`config.mk`:
```
export PLATFORM = sky130hd
export DESIGN_NAME = pc_sequencer
export DESIGN_NICKNAME = d
export VERILOG_FILES = /design/src/rtl/pc_sequencer.sv
export SDC_FILE = /design/constraint.sdc
export NUM_CORES = 1
export LEC_CHECK = 0
export BUFFER_PORTS_ARGS = -buffer_cell sky130_fd_sc_hd__buf_2
export CORE_AREA = 10 10 47 49
export CTS_CLUSTER_SIZE = 14
export DETAILED_ROUTE_END_ITERATION = 6
export DIE_AREA = 0 0 57 59
export PLACE_DENSITY = 0.68
export SYNTH_ARGS = -nofsm -noshare
export SYNTH_HDL_FRONTEND = slang
export SYNTH_SLANG_ARGS = --single-unit
```
`constraint.sdc`:
```
create_clock -name clk -period 3.7 [get_ports clk]
set_clock_uncertainty 0.15 [all_clocks]
set_input_delay 0.555 -clock clk [delete_from_list [all_inputs] [get_ports clk]]
set_output_delay 0.555 -clock clk [all_outputs]
set_load 0.02 [all_outputs]
```
`src/rtl/pc_sequencer.sv`:
```
// pc_sequencer: Moore FSM sequencing fetch/decode/execute/mem/writeback and driving PC control.
// Ports: clk, Reset (async active-low); imemReady/dmemReady handshakes; condPass, isBranch,
// isPcWrite, isLoad, writesReg, halt, isLink decoded attributes; pcIncr/pcBranch/pcWrite PC
// controls; imemRead, irLoad, dmemRead, regWrite, linkWrite, fault, halted status/strobes.
// MEM_TIMEOUT bounds ready waits in FETCH/MEM (0 disables). Define PC_SEQUENCER_LINK_EN to
// drive linkWrite for taken BL instructions.
module pc_sequencer #(
  parameter int unsigned MEM_TIMEOUT = 15
) (
  input  logic clk,
  input  logic Reset,
  input  logic imemReady,
  input  logic dmemReady,
  input  logic condPass,
  input  logic isBranch,
  input  logic isPcWrite,
  input  logic isLoad,
  input  logic writesReg,
  input  logic halt,
  input  logic isLink,
  output logic pcIncr,
  output logic pcBranch,
  output logic pcWrite,
  output logic imemRead,
  output logic irLoad,
  output logic dmemRead,
  output logic regWrite,
  output logic linkWrite,
  output logic fault,
  output logic halted
);
  localparam int CW = ($clog2(MEM_TIMEOUT + 1) > 4) ? $clog2(MEM_TIMEOUT + 1) : 4;
  typedef enum logic [2:0] {FETCH, DECODE, EXECUTE, MEM, WB, HALTED, FAULT} state_t;
  state_t state_q, state_d;
  logic [CW-1:0] wait_q, wait_d;
  logic timed_out, in_wb, take_br, take_pw;
  assign timed_out = (MEM_TIMEOUT != 0) && (wait_q == CW'(MEM_TIMEOUT));
  always_comb begin
    state_d = state_q;
    case (state_q)
      FETCH:   state_d = imemReady ? DECODE : timed_out ? FAULT : FETCH;
      DECODE:  state_d = EXECUTE;
      EXECUTE: state_d = (isLoad && condPass) ? MEM : WB;
      MEM:     state_d = dmemReady ? WB : timed_out ? FAULT : MEM;
      WB:      state_d = halt ? HALTED : FETCH;
      HALTED:  state_d = halt ? HALTED : FETCH;
      default: state_d = FAULT;
    endcase
    // Counter only runs while parked in a wait state; any transition clears it.
    wait_d = (state_d == state_q && (state_q == FETCH || state_q == MEM)) ? wait_q + 1'b1 : '0;
  end
  // Every output is gated by Reset so nothing leaks while reset is held.
  always_comb begin
    in_wb     = Reset && state_q == WB;
    take_br   = condPass && isBranch;
    take_pw   = condPass && isPcWrite && !take_br;
    imemRead  = Reset && state_q == FETCH;
    irLoad    = imemRead && imemReady;
    dmemRead  = Reset && state_q == MEM;
    regWrite  = in_wb && condPass && writesReg && !isPcWrite;
    pcBranch  = in_wb && take_br;
    pcWrite   = in_wb && take_pw;
    pcIncr    = in_wb && !take_br && !take_pw;
    halted    = Reset && state_q == HALTED;
    fault     = Reset && state_q == FAULT;
`ifdef PC_SEQUENCER_LINK_EN
    linkWrite = in_wb && take_br && isLink;
`else
    linkWrite = 1'b0;
`endif
  end
`ifndef PC_SEQUENCER_LINK_EN
  logic unused_link;
  assign unused_link = isLink;
`endif
  always_ff @(posedge clk or negedge Reset) begin
    if (!Reset) begin
      state_q <= FETCH;
      wait_q  <= '0;
    end else begin
      state_q <= state_d;
      wait_q  <= wait_d;
    end
  end
endmodule

```
==> impl_metrics.env, run 1 <==
export IMPL_status="complete, no violations"
export IMPL_crit_path_end_kind="output port"
export IMPL_leakagePower_uw=0.000342
export IMPL_numCtsBuffers=3
export IMPL_pre_cts_slack_ns=1.38
export IMPL_setup_ws_ns=0.865
export IMPL_synth_top_area_frac=0.327
export IMPL_gr_total_overflow=0
export IMPL_synth_top_area_cell="dfrtp_1"
export IMPL_grt_pass1_wl_um=1970
export IMPL_p_seq_frac=0.406
export IMPL_placed_cell_area_um2=611
export IMPL_cts_max_level=1
export IMPL_grt_pass1_vias=479
export IMPL_ys_ff_latch=7
export IMPL_worst_setup_path_type="input port to output port"
export IMPL_wirelength_um=1170
export IMPL_hpwl_um=958
export IMPL_ios=21
export IMPL_finalSetupViolCount=0
export IMPL_dr_pass1_iters=4
export IMPL_fillers=146
export IMPL_antenna_found_initial=0
export IMPL_final_common_cell="buf_2"
export IMPL_grt_max_degree=15
export IMPL_gp_congestion=0.729
export IMPL_core_um2=1400
export IMPL_synth_cell_type_count=31
export IMPL_seq_area_frac_synth=0.327
export IMPL_clkPwrFrac=0.174
export IMPL_ir_drop_mv=0.332
export IMPL_fin_crit_sh=0.766
export IMPL_final_cell_area_um2=647
export IMPL_power_density_nw_per_um2=577
export IMPL_rows=14
export IMPL_yosysWarnings=0
export IMPL_start_util=0.382
export IMPL_antenna_cells=0
export IMPL_p_comb_frac=0.420
export IMPL_clock_latency_ns=0.24
export IMPL_drt_iter0_markers=4
export IMPL_die_y_um=59
export IMPL_cts_tree="yes"
export IMPL_rsz0062_at_grt="no"
export IMPL_switching_power_uw=161
export IMPL_numPortBuffers=18
export IMPL_cts_clk_slew_worst_paths_ns=0.05
export IMPL_cp_arrival_ns=2.13
export IMPL_vias=475
export IMPL_die_width_um=57
export IMPL_hold_viol_final=0
export IMPL_root_buffer="clkbuf_4"
export IMPL_drc_errors=0
export IMPL_whs_ns=0.355
export IMPL_worstPathRequired_ns=2.99
export IMPL_p_total_uw=374
export IMPL_syn_nets=71
export IMPL_ant_nets=0
export IMPL_clock_path_buffers=2
export IMPL_fin_nets=91
export IMPL_yosys_top_cells_area="dfrtp_1 (33%), and3_1 (7.0%), nor2_1 (4.9%)"
export IMPL_totalNegativeSetupSlack_ns=0
export IMPL_cp_max_fo=10
export IMPL_min_period_ns=2.84
export IMPL_post_cts_buffers=0
export IMPL_drv_slew=0
export IMPL_maxCapViolCount=0
export IMPL_dieArea_um2=3360
export IMPL_start_kind="input port"
export IMPL_final_cell_mix="buf_2 (18), nor2_1 (7), dfrtp_1 (7), and3_1 (6), a21oi_1 (5)"
export IMPL_avgSynthCellArea_um2=9.08
export IMPL_syn_cell_area_um2=536
export IMPL_viasPerCell=5.05
export IMPL_clock_sinks=7
export IMPL_swShare=0.432
export IMPL_grt_usage=0.0707
export IMPL_fmax_ghz=0.353
export IMPL_postSynthCellCount=59
export IMPL_wl_per_cell_um=12.4
export IMPL_power_internal_uw=212
export IMPL_areaGrowthSynthToFinish_pct=20.8
export IMPL_worstHoldPathType="flip-flop to flip-flop"
export IMPL_drive_above_1_share=0.359
[repair_timing]
action                                 in CTS  in global routing
hold buffers                                1                  0
endpoints found under the hold margin       7                  0
resized for setup                           0                  0
[power by group through the flow]
| stage | clock [uW] | combinational (uW) | sequential [uW] |
|---|---|---|---|
| 2_1_floorplan | 0 | 174 | 115 |
| 3_3_place_gp | 0 | 157 | 151 |
| 3_5_place_dp | 0 | 158 | 153 |
| 4_1_cts | 69.1 | 159 | 152 |
| 5_1_grt | 75.7 | 176 | 160 |
| 6_report | 65.0 | 157 | 152 |
[kinds of logic (layout without fill, tap and decap cells)]
logic type               Yosys count  count (layout)  share of synthesized area
AND/OR/NAND/NOR                   28              28                      0.332
flip-flops                         7               7                      0.327
XOR/XNOR                           1               1                     0.0164
other                              1               1                    0.00700
buffers and inverters              6              25                     0.0794
adder cells (fa/ha/maj)            1               1                     0.0234
AO/OA/AOI/OAI                     15              15                      0.215
[cells in the mapped netlist]
cell      count
dfrtp_1       7
nor2_1        7
and3_1        6
a21oi_1       5
and2_1        2
and3b_1       2
buf_6         2
inv_1         2
nor2b_1       2
nor3_2        2
nor3b_1       2
a21o_1        1
a221oi_1      1
a311oi_2      1
a31o_1        1
a31oi_1       1
buf_2         1
buf_4         1
conb_1        1
ha_1          1
nand2_1       1
nand2b_1      1
nand3_1       1
nor2b_2       1
nor3b_2       1
o21ai_0       1
o21ai_1       1
o21ai_2       1
o221ai_1      1
o32ai_2       1
xnor2_1       1
[per-stage QoR]
| stage | std cells | util |
|---|---|---|
| floorplan | 59 | - |
| CTS | 94 | 0.462 |
| finish | 94 | 0.462 |
| global placement | 89 | 0.436 |
| global route | 94 | 0.462 |
| detailed placement | 89 | 0.436 |
[per-layer routing]
| layer | vias up | wire length [um] | track usage | part of all wire |
|---|---|---|---|---|
| met1 | 219 | 530 | 0.0756 | 0.45 |
| met3 | 0 | 32 | 0.0279 | 0.027 |
| met5 | - | 0 | 0 | 0 |
| met2 | 6 | 603 | 0.121 | 0.52 |
| met4 | 0 | 0 | 0.0302 | 0 |
| li1 | 250 | - | - | - |
[flip-flops by register name, indices dropped and copies added, names as in the netlist]
register and cells:
wait_q 4, state_q 3
[layout make-up]
cell class              instances  area, um2  area share
clock buffers                   4       26.3      0.0406
inverters                       2       7.51      0.0116
multi-input cells              46        318       0.491
flip-flops and latches          7        175       0.271
well taps                      16       20.0      0.0309
repair buffers                 19        100       0.155
[final timing paths]
kind                                start         end  slack, ns  cells past startpoint
worst min-delay path            wait_q[0]   wait_q[0]       0.35                      1
worst max register to register  wait_q[0]  state_q[1]       2.15                      4
min in group asynchronous           Reset   wait_q[3]       0.53                      2
worst min register to register  wait_q[0]   wait_q[0]       0.35                      1
max in group asynchronous           Reset  state_q[1]       2.70                      2
worst max-delay path                Reset     pcWrite       0.86                      6
[critical path, cell delays in order]
cell	delay [ns]
dlygate4sd3_1	0.52
buf_2	0.21
nor2b_1	0.29
nand3_1	0.17
nor3b_1	0.20
buf_2	0.19
Power figures use the tool's default switching activity.
==> inputs of run 2 (changes only) <==
Clock period 3.7 ns to 2.8 ns, I/O delays scaled along.
==> run 2 against run 1 <==
  * Clock power up 38%
  * Core utilization up 0.089 points
  * Cell area up 0.19%
  * First-iteration DRC count up 75%
  * Global-route usage about the same
  * Sequential cell count unchanged
  * Critical path type unchanged
==> impl_metrics.env, run 2 (same netlist as run 1, synthesis figures left out) <==
export IMPL_seq_area_um2=175
export IMPL_fmax_ghz=0.393
export IMPL_finalSetupViolCount=0
export IMPL_die_y_um=59
export IMPL_path_cells="dlygate4sd3_1 > buf_2 > nor2b_1 > nand3_1 > nor3b_1 > buf_2"
export IMPL_dr_pass1_iters=4
export IMPL_final_cell_mix="buf_2 (18), nor2_1 (7), dfrtp_1 (7), and3_1 (6), a21oi_1 (5)"
export IMPL_largest_register_ffs=4
export IMPL_core_um2=1400
export IMPL_cp_arrival_ns=1.98
export IMPL_maxCapViolCount=0
export IMPL_grt_pass1_wl_um=1950
export IMPL_viasPerCell=5.19
export IMPL_wirelength_um=1180
export IMPL_ant_nets=0
export IMPL_vias=488
export IMPL_numPortBuffers=18
export IMPL_totalNegativeSetupSlack_ns=0
export IMPL_hold_viol_final=0
export IMPL_multi_input_area_um2=318
export IMPL_cts_clk_slew_worst_paths_ns=0.05
export IMPL_cts_tree="yes"
export IMPL_drv_slew=0
export IMPL_wl_per_cell_um=12.5
export IMPL_final_common_cell="buf_2"
export IMPL_largest_register="wait_q"
export IMPL_fin_nets=91
export IMPL_start_util=0.382
export IMPL_worst_setup_path_type="input port to output port"
export IMPL_grt_max_degree=15
export IMPL_ir_drop_mv=0.470
export IMPL_dieArea_um2=3360
export IMPL_worstHoldPathType="input port to flip-flop"
export IMPL_drc_errors=0
export IMPL_rsz0062_at_grt="no"
export IMPL_fin_crit_sh=0.909
export IMPL_slowest_delay_ns=0.52
export IMPL_ios=21
export IMPL_start_kind="input port"
export IMPL_min_period_ns=2.55
export IMPL_numCtsBuffers=3
export IMPL_drt_iter0_markers=7
export IMPL_fillers=153
export IMPL_status="complete, no violations"
export IMPL_worstPathRequired_ns=2.23
export IMPL_drive_above_1_share=0.372
export IMPL_hpwl_um=964
export IMPL_timing_critical_path_mode_cell="buf_2"
export IMPL_clock_latency_ns=0.25
export IMPL_power_density_nw_per_um2=765
export IMPL_antenna_cells=0
export IMPL_placed_cell_area_um2=611
export IMPL_final_cell_area_um2=648
export IMPL_root_buffer="clkbuf_4"
export IMPL_areaGrowthSynthToFinish_pct=21.0
export IMPL_grt_usage=0.0706
export IMPL_gp_congestion=0.730
export IMPL_reg_top3="wait_q: 4 flops, state_q: 3 flops"
export IMPL_leakagePower_uw=0.000344
export IMPL_die_width_um=57
export IMPL_grt_pass1_vias=472
export IMPL_antenna_found_initial=0
export IMPL_cts_max_level=1
export IMPL_crit_path_end_kind="output port"
export IMPL_reg2reg_slack_ns=1.27
export IMPL_clock_path_buffers=2
export IMPL_clock_sinks=7
export IMPL_rows=14
export IMPL_whs_ns=0.306
export IMPL_gr_total_overflow=0
export IMPL_crit_slowest_cell="dlygate4sd3_1"
export IMPL_cp_max_fo=10
[run 2: cell types whose count changed in the layout (fill, tap and decap cells not counted), sizes merged]
cell,previous run,this run
clkinv,0,1
clkbuf,4,3
[run 2: timing repair]
action                                 CTS  global route
endpoints found under the hold margin    7             0
hold buffers                             1             0
gates resized for setup                  0             0
setup buffers                            0             0
[run 2: cell type report]
| cell class | count | share of cell area |
|---|---|---|
| sequential | 7 | 0.270 |
| clock buffer | 3 | 0.0347 |
| multi-input combinational | 46 | 0.490 |
| timing repair buffer | 19 | 0.154 |
| inverter | 2 | 0.0116 |
| tap | 16 | 0.0309 |
| clock inverter | 1 | 0.00772 |
[run 2: worst max-delay path, delay by kind of cell]
| family | cells | cell delay (ns) |
|---|---|---|
| buffers and inverters | 3 | 0.92 |
| AND/OR/NAND/NOR | 3 | 0.63 |
[run 2: report_power, final]
group,switching [uW],internal [uW]
Combinational,111,96.1
Sequential,69.0,130
Clock,37.8,52.1
[run 2: through the flow]
step,std cells,power [uW],util,setup slack [ns]
6_report,94,496,0.463,0.254
5_1_grt,94,547,0.463,0.0683
4_1_cts,94,504,0.463,0.228
3_5_place_dp,89,412,0.436,0.760
3_3_place_gp,89,407,0.436,0.781
2_1_floorplan,59,383,-,0.941
[run 2: final timing paths]
| kind | start | to | cells after the start |
|---|---|---|---|
| max in group asynchronous | Reset | state_q[0] | 2 |
| hold reg to reg | wait_q[0] | wait_q[0] | 1 |
| min in group asynchronous | Reset | wait_q[3] | 2 |
| setup reg to reg | wait_q[0] | state_q[1] | 4 |
| setup / recovery | Reset | pcWrite | 6 |
| hold / removal | halt | state_q[2] | 3 |
[run 2: routing by layer]
metal,vias up,global-route usage,routed length (um)
li1,250,-,-
met1,229,0.0717,521
met2,9,0.132,610
met3,0,0.0322,43
met4,0,0.0101,0
met5,-,0,0
